### config.mk
export PLATFORM = sky130hd
export DESIGN_NAME = arp_header_tx_flat
export DESIGN_NICKNAME = d
export VERILOG_FILES = /design/src/rtl/arp_pkg.sv /design/src/rtl/arp_header_tx_if.sv /design/src/rtl/arp_header_tx.sv /design/src/flat_wrapper.sv
export SDC_FILE = /design/constraint.sdc
export NUM_CORES = 1
export LEC_CHECK = 0
export ABC_CLOCK_PERIOD_IN_PS = 12350
export CORE_MARGIN = 1
export CORE_UTILIZATION = 55
export DETAILED_ROUTE_END_ITERATION = 10
export GPL_TIMING_DRIVEN = 1
export PLACE_DENSITY = 0.82
export SLEW_MARGIN = 25
export SYNTH_ARGS = -nofsm -noshare
export SYNTH_HDL_FRONTEND = slang
export SYNTH_SLANG_ARGS = --single-unit
export TNS_END_PERCENT = 20
### constraint.sdc
create_clock -name mac_gmii_tx_clk -period 12.35 [get_ports mac_gmii_tx_clk]
set_clock_uncertainty 0.15 [all_clocks]
set_input_delay 1.8525 -clock mac_gmii_tx_clk [delete_from_list [all_inputs] [get_ports mac_gmii_tx_clk]]
set_output_delay 1.8525 -clock mac_gmii_tx_clk [all_outputs]
set_load 0.02 [all_outputs]
### src/rtl/arp_pkg.sv
// Shared ARP constants, TX state encoding and byte-select helper.
// Used by both the ARP receive parser and the transmit engine.
package arp_pkg;

  localparam logic [15:0] HTYPE     = 16'h0001;
  localparam logic [15:0] PTYPE     = 16'h0800;
  localparam logic [7:0]  HLEN      = 8'h06;
  localparam logic [7:0]  PLEN      = 8'h04;
  localparam logic [15:0] OPER_RQ   = 16'h0001;
  localparam logic [15:0] OPER_RESP = 16'h0002;
  localparam logic [47:0] MAC_Z     = 48'h0000_0000_0000;
  localparam logic [47:0] MAC_BCAST = 48'hFFFF_FFFF_FFFF;

  typedef enum logic [2:0] {
    ST_IDLE,
    ST_HDR,
    ST_SHA,
    ST_SPA,
    ST_THA,
    ST_TPA,
    ST_PAD
  } arp_tx_state_e;

  // Byte 'index' of a big-endian field that is 'nbytes' long, right-aligned in 64 bits.
  function automatic logic [7:0] get_byte(input logic [63:0] field,
                                          input logic [4:0]  index,
                                          input logic [4:0]  nbytes);
    return 8'(field >> (8 * (32'(nbytes) - 32'(index) - 1)));
  endfunction

endpackage

### src/rtl/arp_header_tx_if.sv
// Byte stream from the ARP TX engine into the Ethernet TX framer.
interface arp_header_tx_if;
  logic [7:0]  arp_tx_data;
  logic        arp_tx_valid;
  logic        arp_tx_ready;
  logic        arp_tx_last;
  logic [47:0] arp_tx_mac_d_addr;
  logic        arp_tx_busy;

  modport master (
    output arp_tx_data, arp_tx_valid, arp_tx_last, arp_tx_mac_d_addr, arp_tx_busy,
    input  arp_tx_ready
  );

  modport slave (
    input  arp_tx_data, arp_tx_valid, arp_tx_last, arp_tx_mac_d_addr, arp_tx_busy,
    output arp_tx_ready
  );
endinterface

### src/rtl/arp_header_tx.sv
// ARP transmit engine: serialises ARP replies/requests (28 bytes, or 28+PAD_LEN
// zero bytes when ARP_PAD_EN is defined) towards the Ethernet TX framer.
module arp_header_tx
  import arp_pkg::*;
#(
  parameter int PAD_LEN = 18
) (
  input  logic                   mac_gmii_tx_clk,
  input  logic                   mac_gmii_tx_rst,
  input  logic [47:0]            local_mac_addr,
  input  logic [31:0]            local_ip_addr,
  input  logic                   rq_valid,
  input  logic [47:0]            rq_mac_s_addr,
  input  logic [31:0]            rq_ip_s_addr,
  input  logic                   req_start,
  input  logic [31:0]            req_ip_d_addr,
  arp_header_tx_if.master        tx
);

  if (PAD_LEN < 0 || PAD_LEN > 31) begin : g_bad_pad_len
    $error("PAD_LEN must be in 0..31 to fit the 5-bit byte count");
  end

  arp_tx_state_e state_q, state_d;
  logic [4:0]    cnt_q, cnt_d;
  logic [4:0]    seg_len;
  arp_tx_state_e seg_next;

  logic          reply_pend_q, req_pend_q;
  logic          start_reply, start_req;
  logic          valid, hs, last;
  logic [7:0]    data;

  logic [47:0]   rq_mac_q;
  logic [31:0]   rq_ip_q;
  logic [31:0]   req_ip_q;
  logic [15:0]   f_oper_q;
  logic [47:0]   f_sha_q, f_tha_q;
  logic [31:0]   f_spa_q, f_tpa_q;
  logic [47:0]   mac_d_q;

  assign valid = (state_q != ST_IDLE);
  assign hs    = valid && tx.arp_tx_ready;

  always_ff @(posedge mac_gmii_tx_clk or posedge mac_gmii_tx_rst) begin
    if (mac_gmii_tx_rst) begin
      state_q <= ST_IDLE;
      cnt_q   <= 5'd0;
    end else begin
      state_q <= state_d;
      cnt_q   <= cnt_d;
    end
  end

  always_comb begin
    state_d     = state_q;
    cnt_d       = cnt_q;
    start_reply = 1'b0;
    start_req   = 1'b0;
    data        = 8'h00;
    last        = 1'b0;
    seg_len     = 5'd1;
    seg_next    = ST_IDLE;
    case (state_q)
      ST_IDLE: begin
        if (reply_pend_q) begin
          start_reply = 1'b1;
          state_d     = ST_HDR;
        end else if (req_pend_q) begin
          start_req = 1'b1;
          state_d   = ST_HDR;
        end
      end
      ST_HDR: begin
        seg_len  = 5'd8;
        seg_next = ST_SHA;
        data     = get_byte({HTYPE, PTYPE, HLEN, PLEN, f_oper_q}, cnt_q, 5'd8);
      end
      ST_SHA: begin
        seg_len  = 5'd6;
        seg_next = ST_SPA;
        data     = get_byte({16'h0, f_sha_q}, cnt_q, 5'd6);
      end
      ST_SPA: begin
        seg_len  = 5'd4;
        seg_next = ST_THA;
        data     = get_byte({32'h0, f_spa_q}, cnt_q, 5'd4);
      end
      ST_THA: begin
        seg_len  = 5'd6;
        seg_next = ST_TPA;
        data     = get_byte({16'h0, f_tha_q}, cnt_q, 5'd6);
      end
      ST_TPA: begin
        seg_len = 5'd4;
        data    = get_byte({32'h0, f_tpa_q}, cnt_q, 5'd4);
`ifdef ARP_PAD_EN
        seg_next = (PAD_LEN == 0) ? ST_IDLE : ST_PAD;
        last     = (PAD_LEN == 0) && (cnt_q == 5'd3);
`else
        seg_next = ST_IDLE;
        last     = (cnt_q == 5'd3);
`endif
      end
`ifdef ARP_PAD_EN
      ST_PAD: begin
        seg_len  = 5'(PAD_LEN);
        seg_next = ST_IDLE;
        last     = (cnt_q == 5'(PAD_LEN - 1));
      end
`endif
      default: state_d = ST_IDLE;
    endcase

    // Bytes advance only on an accepted handshake; count restarts per field.
    if (hs) begin
      if (cnt_q == seg_len - 5'd1) begin
        state_d = seg_next;
        cnt_d   = 5'd0;
      end else begin
        cnt_d = cnt_q + 5'd1;
      end
    end
  end

  // Pending flags: a pulse in the cycle its flag is consumed wins over the clear.
  always_ff @(posedge mac_gmii_tx_clk or posedge mac_gmii_tx_rst) begin
    if (mac_gmii_tx_rst) begin
      reply_pend_q <= 1'b0;
      req_pend_q   <= 1'b0;
      mac_d_q      <= 48'h0;
    end else begin
      if (start_reply) reply_pend_q <= 1'b0;
      if (rq_valid)    reply_pend_q <= 1'b1;
      if (start_req)   req_pend_q   <= 1'b0;
      if (req_start)   req_pend_q   <= 1'b1;
      if (start_reply)    mac_d_q <= rq_mac_q;
      else if (start_req) mac_d_q <= MAC_BCAST;
    end
  end

  // Captured pulse fields and the per-frame snapshot; gated by control, no reset needed.
  always_ff @(posedge mac_gmii_tx_clk) begin
    if (rq_valid) begin
      rq_mac_q <= rq_mac_s_addr;
      rq_ip_q  <= rq_ip_s_addr;
    end
    if (req_start) req_ip_q <= req_ip_d_addr;
    if (start_reply) begin
      f_oper_q <= OPER_RESP;
      f_sha_q  <= local_mac_addr;
      f_spa_q  <= local_ip_addr;
      f_tha_q  <= rq_mac_q;
      f_tpa_q  <= rq_ip_q;
    end else if (start_req) begin
      f_oper_q <= OPER_RQ;
      f_sha_q  <= local_mac_addr;
      f_spa_q  <= local_ip_addr;
      f_tha_q  <= MAC_Z;
      f_tpa_q  <= req_ip_q;
    end
  end

  assign tx.arp_tx_valid      = valid;
  assign tx.arp_tx_busy       = valid;
  assign tx.arp_tx_data       = data;
  assign tx.arp_tx_last       = last;
  assign tx.arp_tx_mac_d_addr = mac_d_q;

endmodule

### src/flat_wrapper.sv
// flat-port wrapper written by rule: the top's interface ports become plain ports
module arp_header_tx_flat import arp_pkg::*;
#(
  parameter int PAD_LEN = 18
)
  (mac_gmii_tx_clk, mac_gmii_tx_rst, local_mac_addr, local_ip_addr, rq_valid, rq_mac_s_addr, rq_ip_s_addr, req_start, req_ip_d_addr, tx_arp_tx_data, tx_arp_tx_valid, tx_arp_tx_last, tx_arp_tx_mac_d_addr, tx_arp_tx_busy, tx_arp_tx_ready);
  arp_header_tx_if tx_i ();
  input  logic mac_gmii_tx_clk;
  input  logic mac_gmii_tx_rst;
  input  logic [47:0] local_mac_addr;
  input  logic [31:0] local_ip_addr;
  input  logic rq_valid;
  input  logic [47:0] rq_mac_s_addr;
  input  logic [31:0] rq_ip_s_addr;
  input  logic req_start;
  input  logic [31:0] req_ip_d_addr;
  output wire logic [$bits(tx_i.arp_tx_data)-1:0] tx_arp_tx_data;
  output wire logic [$bits(tx_i.arp_tx_valid)-1:0] tx_arp_tx_valid;
  output wire logic [$bits(tx_i.arp_tx_last)-1:0] tx_arp_tx_last;
  output wire logic [$bits(tx_i.arp_tx_mac_d_addr)-1:0] tx_arp_tx_mac_d_addr;
  output wire logic [$bits(tx_i.arp_tx_busy)-1:0] tx_arp_tx_busy;
  input wire logic [$bits(tx_i.arp_tx_ready)-1:0] tx_arp_tx_ready;
  assign tx_arp_tx_data = tx_i.arp_tx_data;
  assign tx_arp_tx_valid = tx_i.arp_tx_valid;
  assign tx_arp_tx_last = tx_i.arp_tx_last;
  assign tx_arp_tx_mac_d_addr = tx_i.arp_tx_mac_d_addr;
  assign tx_arp_tx_busy = tx_i.arp_tx_busy;
  assign tx_i.arp_tx_ready = tx_arp_tx_ready;
  arp_header_tx #(.PAD_LEN(PAD_LEN)) u_core (.mac_gmii_tx_clk(mac_gmii_tx_clk), .mac_gmii_tx_rst(mac_gmii_tx_rst), .local_mac_addr(local_mac_addr), .local_ip_addr(local_ip_addr), .rq_valid(rq_valid), .rq_mac_s_addr(rq_mac_s_addr), .rq_ip_s_addr(rq_ip_s_addr), .req_start(req_start), .req_ip_d_addr(req_ip_d_addr), .tx(tx_i));
endmodule
Word-level counts from Yosys, hierarchy flattened
Cells that the tools add are included.
Word-level totals
  memories: 0
  memory bits (read-only): 0
  logic and storage cells: 71
  output and inout bits: 59
  register bits: 332
  bits of input ports: 197
  latch bits: 0
  memory bits (writable): 0
Operators by class
  reduce and logical (&&, ||, !) cells: 9
  div/mod/pow operators: 0
  mux-type cells: 29
  equality and inequality tests: 7
  bitwise gates (word level): 0
  $mul: 0
  shift operators: 5
  $lt $le $gt $ge: 0
  $add $sub $neg: 8
Operators with widths (number)
  two-way mux 48 bit: 6
  two-way mux 32 bit: 4
  right shift 48 x 32 -> 8 bit: 2
  subtractor 29 x 1 -> 29 bit, second input constant: 3
  right shift 32 x 32 -> 8 bit: 2
  right shift 49 x 32 -> 8 bit: 1
  one-hot mux 8 bit (5 select lines): 1
  two-way mux 3 bit: 4
  one-hot mux 3 bit (4 select lines): 1
  one-hot mux 4 bit (3 select lines): 1
  subtractor 3 x 5 -> 6 bit, first input constant: 2
  two-way mux 1 bit: 10
  equality test 3 x 2 -> 1 bit, second input constant: 2
  equality test 3 bit, second input constant: 2
  one-hot mux 3 bit (2 select lines): 1
  nonzero test 2 bit: 3
  subtractor 4 x 5 -> 6 bit, first input constant: 1
  adder 5 x 1 -> 5 bit, second input constant: 1
  equality test 5 x 2 -> 1 bit, second input constant: 1
  equality test 5 bit: 1
  two-way mux 5 bit: 1
  OR reduction 5 bit: 1
  subtractor 4 x 1 -> 5 bit, second input constant: 1
  OR reduction 2 bit: 2
  4 further kinds: 4

Longest topological paths before layout
  depth after elaboration: 7
  mapped depth: 15
  mapped depth without buffers: 12

Worst setup path after synthesis
OpenSTA, ideal clock, no wires.
  path kind: register to register
  start point: register u_core.state_q[1]
  end point: register u_core.mac_d_q[0], in the netlist u_core.tx.arp_tx_mac_d_addr[0]
  clock period less this slack: 6.425 ns
  data arrival time: 6.191 ns
  data required time: 12.115 ns
  path buffers: 1
  stages on the path, launching flop included: 6
  setup time: 0.085 ns
  path slack: 5.925 ns
  path through: dfrtp_1 -> nor3_2 -> nand2_1 -> nand2_1 -> clkbuf_1 -> o22a_1
Between the ends
  cells in the longest elaborated chain, start to end: 3
  elaborated cells between the ends (all ways): 5
  those cells by class: mux (3); reduce/logical (2)
Ends and longest elaborated chain
  start, declared: RTL line arp_header_tx.sv:24  | arp_tx_state_e state_q, state_d;
  start signal, assigned: RTL line arp_header_tx.sv:50  | state_q <= state_d;
  logical NOT 3 bit (*): RTL line arp_header_tx.sv:64  | case (state_q)
  two-way mux 1 bit: RTL line arp_header_tx.sv:64
  two-way mux 48 bit / nonzero test 2 bit (equally long branches)
  end signal, assigned: RTL line arp_header_tx.sv:137  | if (start_reply) mac_d_q <= rq_mac_q;
  end, declared: RTL line arp_header_tx.sv:40  | logic [47:0] mac_d_q;
Every way passes the cells marked *; elsewhere a longest branch is shown, timed or not.
A chain may end at the register's enable or synchronous reset.

Worst setup path after layout
  start point: register u_core.cnt_q[1]
  end point: output tx_arp_tx_data[1]
Between the ends
  cells in the longest elaborated chain, start to end: 4
  elaborated cells between the ends (all ways): 12
  those cells by class: add/sub (6); shift (5); mux (1)
Ends and longest elaborated chain
  start, declared: RTL line arp_header_tx.sv:25  | logic [4:0] cnt_q, cnt_d;
  start signal, assigned: RTL line arp_header_tx.sv:51  | cnt_q <= cnt_d;
  subtractor 4 x 5 -> 6 bit / subtractor 3 x 5 -> 6 bit (equally long branches): RTL line arp_pkg.sv:28  | return 8'(field >> (8 * (32'(nbytes) - 32'(index) - 1)));
  subtractor 29 x 1 -> 29 bit: RTL line arp_pkg.sv:28
  right shift 49 x 32 -> 8 bit (tied with other cells): RTL line arp_pkg.sv:28
  one-hot mux 8 bit (5 select lines) (*): RTL line arp_header_tx.sv:64
  end, declared: RTL line flat_wrapper.sv:17  | output wire logic [$bits(tx_i.arp_tx_data)-1:0] tx_arp_tx_data;
Marked as above.

==> out/metrics.yaml <==
rrSetupSlack_ns: 8.18
start_kind: "flop"
fmax_mhz: 135.5
critical_path_class: "reg2out"
synth_top_cells_by_area: "edfxtp_1 60%, dfrtp_1 11%, nand2_1 4.9%"
ys.warnings.count: 0
end_kind: "output pin"
io_buffers: 255
coreArea_sq_um: 24320
p_comb_share_pct: 33.9
clk_latency_ns: 0.51
worstMarginPinSlew_ns: 1.002
yosysTopAreaCell: "edfxtp_1"
power.switching_w: 0.001398
layout_min_cycle_time_ns: 7.380
synthFlopType: "edfxtp_1"
crit_arrival_ns: 5.38
grt_pass1_wl_mm: 52.56
layout-drive-gt1-share_pct: 8.333
intPower_w: 0.002651
p_leak_nw: 6.494
start_util_pct: 56.19
post_cts_resized: 0
cts_tree: "done"
dp_hpwl_mm: 23.52
hp-class: "reg2reg"
post-route-period-util_pct: 59.76
die_area_sq_um: 25480
clock_path_buffers: 3
status: "finished, final reports clean"
netlist_area_sq_um: 13660
drc: 0
hold_viol_final: 0
clock_sink_count: 332
rsz0062_at_grt: "false"
holdBufCountCts: 0
fin_setup_tns_ns: 0
first_pass_iters: 5
crit_required_ns: 10.35
synthTopCellsByCount: "272 x edfxtp_1, 180 x nand2_1, 58 x dfrtp_1"
place_congestion: 0.9557
via_per_inst: 5.892
synth_cells: 951
cts_buffers: 34
hold_slack_ns: 0.3203
grt_pass1_vias: 9078
wl_per_cell_um: 22.54
row_count: 57
ys_seq_area_share_pct: 70.69
io_pins: 256
vias: 9144
area_delta_synth_final_pct: 29.17
power_density_nw_per_um2: 229.4
drv_cap: 0
drtAntennaViolNets: 0
max_slew_margin_pct: 33.20
grt_max_degree: 84
antenna_found_initial: 5
cts-htree-levels: 2
grt_use_total_pct: 27.38
synth_most_common_cell: "edfxtp_1"
synth_edf_count: 272
ys_async_sr_fraction_pct: 17.47
avgSynthCellArea_sq_um: 14.37
ys_types: 66
die_w_um: 159.6
p_clk_share_pct: 24.4
routed_wl_mm: 34.99
postCtsSetupBuffers: 0
seqPwrFrac_pct: 41.7
dieHeight_um: 159.6
swShare_pct: 34.52
syn_nets: 1171
finalSetupViolations: 0
drt_iter0_markers: 1060
ys_seq_elements: 332
overflow: 0
cts.clk_slew.worst_paths_ns: 0.07
synth_top_area_share_pct: 59.77
cts_root_buf: "clkbuf_16"
fin_nets: 1419
maxSlewViolCount: 0
path_max_fanout: 23
max-vdd-ir-drop_uv: 144.1
-- cell usage in the layout (no fill, tap or decap), types with 4 or more instances in the layout --
cell | synthesis | routed
a211o_1 | 4 | 4
a211oi_1 | 4 | 4
a21o_1 | 4 | 4
a21oi_1 | 7 | 7
a32o_1 | 4 | 4
a32oi_1 | 11 | 11
and3_1 | 38 | 38
and3b_1 | 4 | 4
and4b_1 | 4 | 4
buf_4 | 4 | 14
clkbuf_1 | 46 | 8
clkbuf_16 | 0 | 35
clkbuf_8 | 0 | 5
clkdlybuf4s50_1 | 0 | 253
clkinv_2 | 0 | 7
dfrtp_1 | 58 | 58
diode_2 | 0 | 4
edfxtp_1 | 272 | 272
ha_1 | 23 | 23
inv_1 | 17 | 16
mux2i_1 | 30 | 30
mux4_2 | 17 | 17
nand2_1 | 180 | 178
nand2b_1 | 11 | 11
nand3_1 | 18 | 18
nand4_1 | 6 | 6
nor2_1 | 23 | 22
nor2b_1 | 4 | 4
nor3_1 | 4 | 4
nor4_1 | 5 | 5
o21ai_0 | 19 | 19
o221ai_1 | 5 | 5
o22a_1 | 38 | 38
o22ai_1 | 11 | 11
o32ai_1 | 5 | 5
or2_2 | 5 | 5
or3_1 | 13 | 13
xor2_1 | 4 | 4
-- flip-flops by register name, summed over array words and instances, names as in the netlist --
register	cells
u_core.cnt_q	5
u_core.f_oper_q	2
u_core.f_sha_q	48
u_core.f_spa_q	32
u_core.f_tha_q	48
u_core.f_tpa_q	32
u_core.reply_pend_q	1
u_core.req_ip_q	32
u_core.req_pend_q	1
u_core.rq_ip_q	32
u_core.rq_mac_q	48
u_core.state_q	3
u_core.tx.arp_tx_mac_d_addr	48
-- stage by stage --
stage | setup WS (ns) | util [%] | cells | instance area, sq um | total power (W)
2_1_floorplan | 5.925 | - | 951 | 13660 | 0.002537
3_3_place_gp | 5.711 | 67.87 | 1485 | 16500 | 0.003017
3_5_place_dp | 5.521 | 67.87 | 1485 | 16500 | 0.003047
4_1_cts | 4.957 | 72.34 | 1546 | 17590 | 0.004043
5_1_grt | 4.438 | 72.58 | 1552 | 17650 | 0.004232
6_report | 4.970 | 72.58 | 1552 | 17650 | 0.004049
-- area by class of cell --
type	count	area (sq um)
well taps	324	405.4
multi-input cells	543	3730
clock buffers	48	974.7
flip-flops and latches	332	9659
repair buffers	270	2690
clock inverters	13	113.9
inverters	18	67.56
fillers	1518	6669
diodes	4	10.01
-- per-layer routing --
layer	track usage [%]	wire length [um]	vias up	part of all wire, %
li1	-	-	4103	-
met1	37.18	14140	4533	40
met5	0	15	-	0.043
met3	6.000	2729	72	7.8
met4	9.659	1083	2	3.1
met2	43.99	17020	434	49
-- power groups by stage --
| stage | sequential [W] | combinational (W) | clock, W |
|---|---|---|---|
| 2_1_floorplan | 0.00176 | 0.000781 | 0 |
| 3_3_place_gp | 0.00169 | 0.00133 | 0 |
| 3_5_place_dp | 0.00170 | 0.00135 | 0 |
| 4_1_cts | 0.00168 | 0.00136 | 0.00100 |
| 5_1_grt | 0.00171 | 0.00148 | 0.00104 |
| 6_report | 0.00169 | 0.00137 | 0.000990 |
-- worst max-delay path, stage by stage (launching register included) --
cell and delay [ns]:
dfrtp_1 0.68, inv_1 0.12, ha_1 0.31, buf_4 0.23, nor2_1 0.48, o21ai_0 0.30, nand2b_1 0.22, ha_1 0.29
nor4_1 0.25, nand4_1 0.13, nor4bb_1 0.43, o211ai_1 0.41, o221ai_1 0.36, clkdlybuf4s50_1 0.65
-- worst paths after layout --
path | depth (start not counted) | from | end
max in group asynchronous | 3 | mac_gmii_tx_rst | u_core.reply_pend_q
min | 2 | u_core.f_oper_q[1] | u_core.f_oper_q[1]
max | 13 | u_core.cnt_q[1] | tx_arp_tx_data[1]
max reg2reg | 5 | u_core.state_q[0] | u_core.f_sha_q[31]
min in group asynchronous | 3 | mac_gmii_tx_rst | u_core.tx.arp_tx_mac_d_addr[15]
min reg2reg | 2 | u_core.f_oper_q[1] | u_core.f_oper_q[1]
-- kinds of logic after synthesis --
logic type	share of synthesized area, %
AOI/OAI and AO/OA	7.499
xor gates and xnor gates	0.5585
adders and majority gates	2.179
buffers and inverters	2.262
DFF	70.69
muxes	5.082
and+or+nand+nor	11.73
Power figures use the tool's default switching activity.
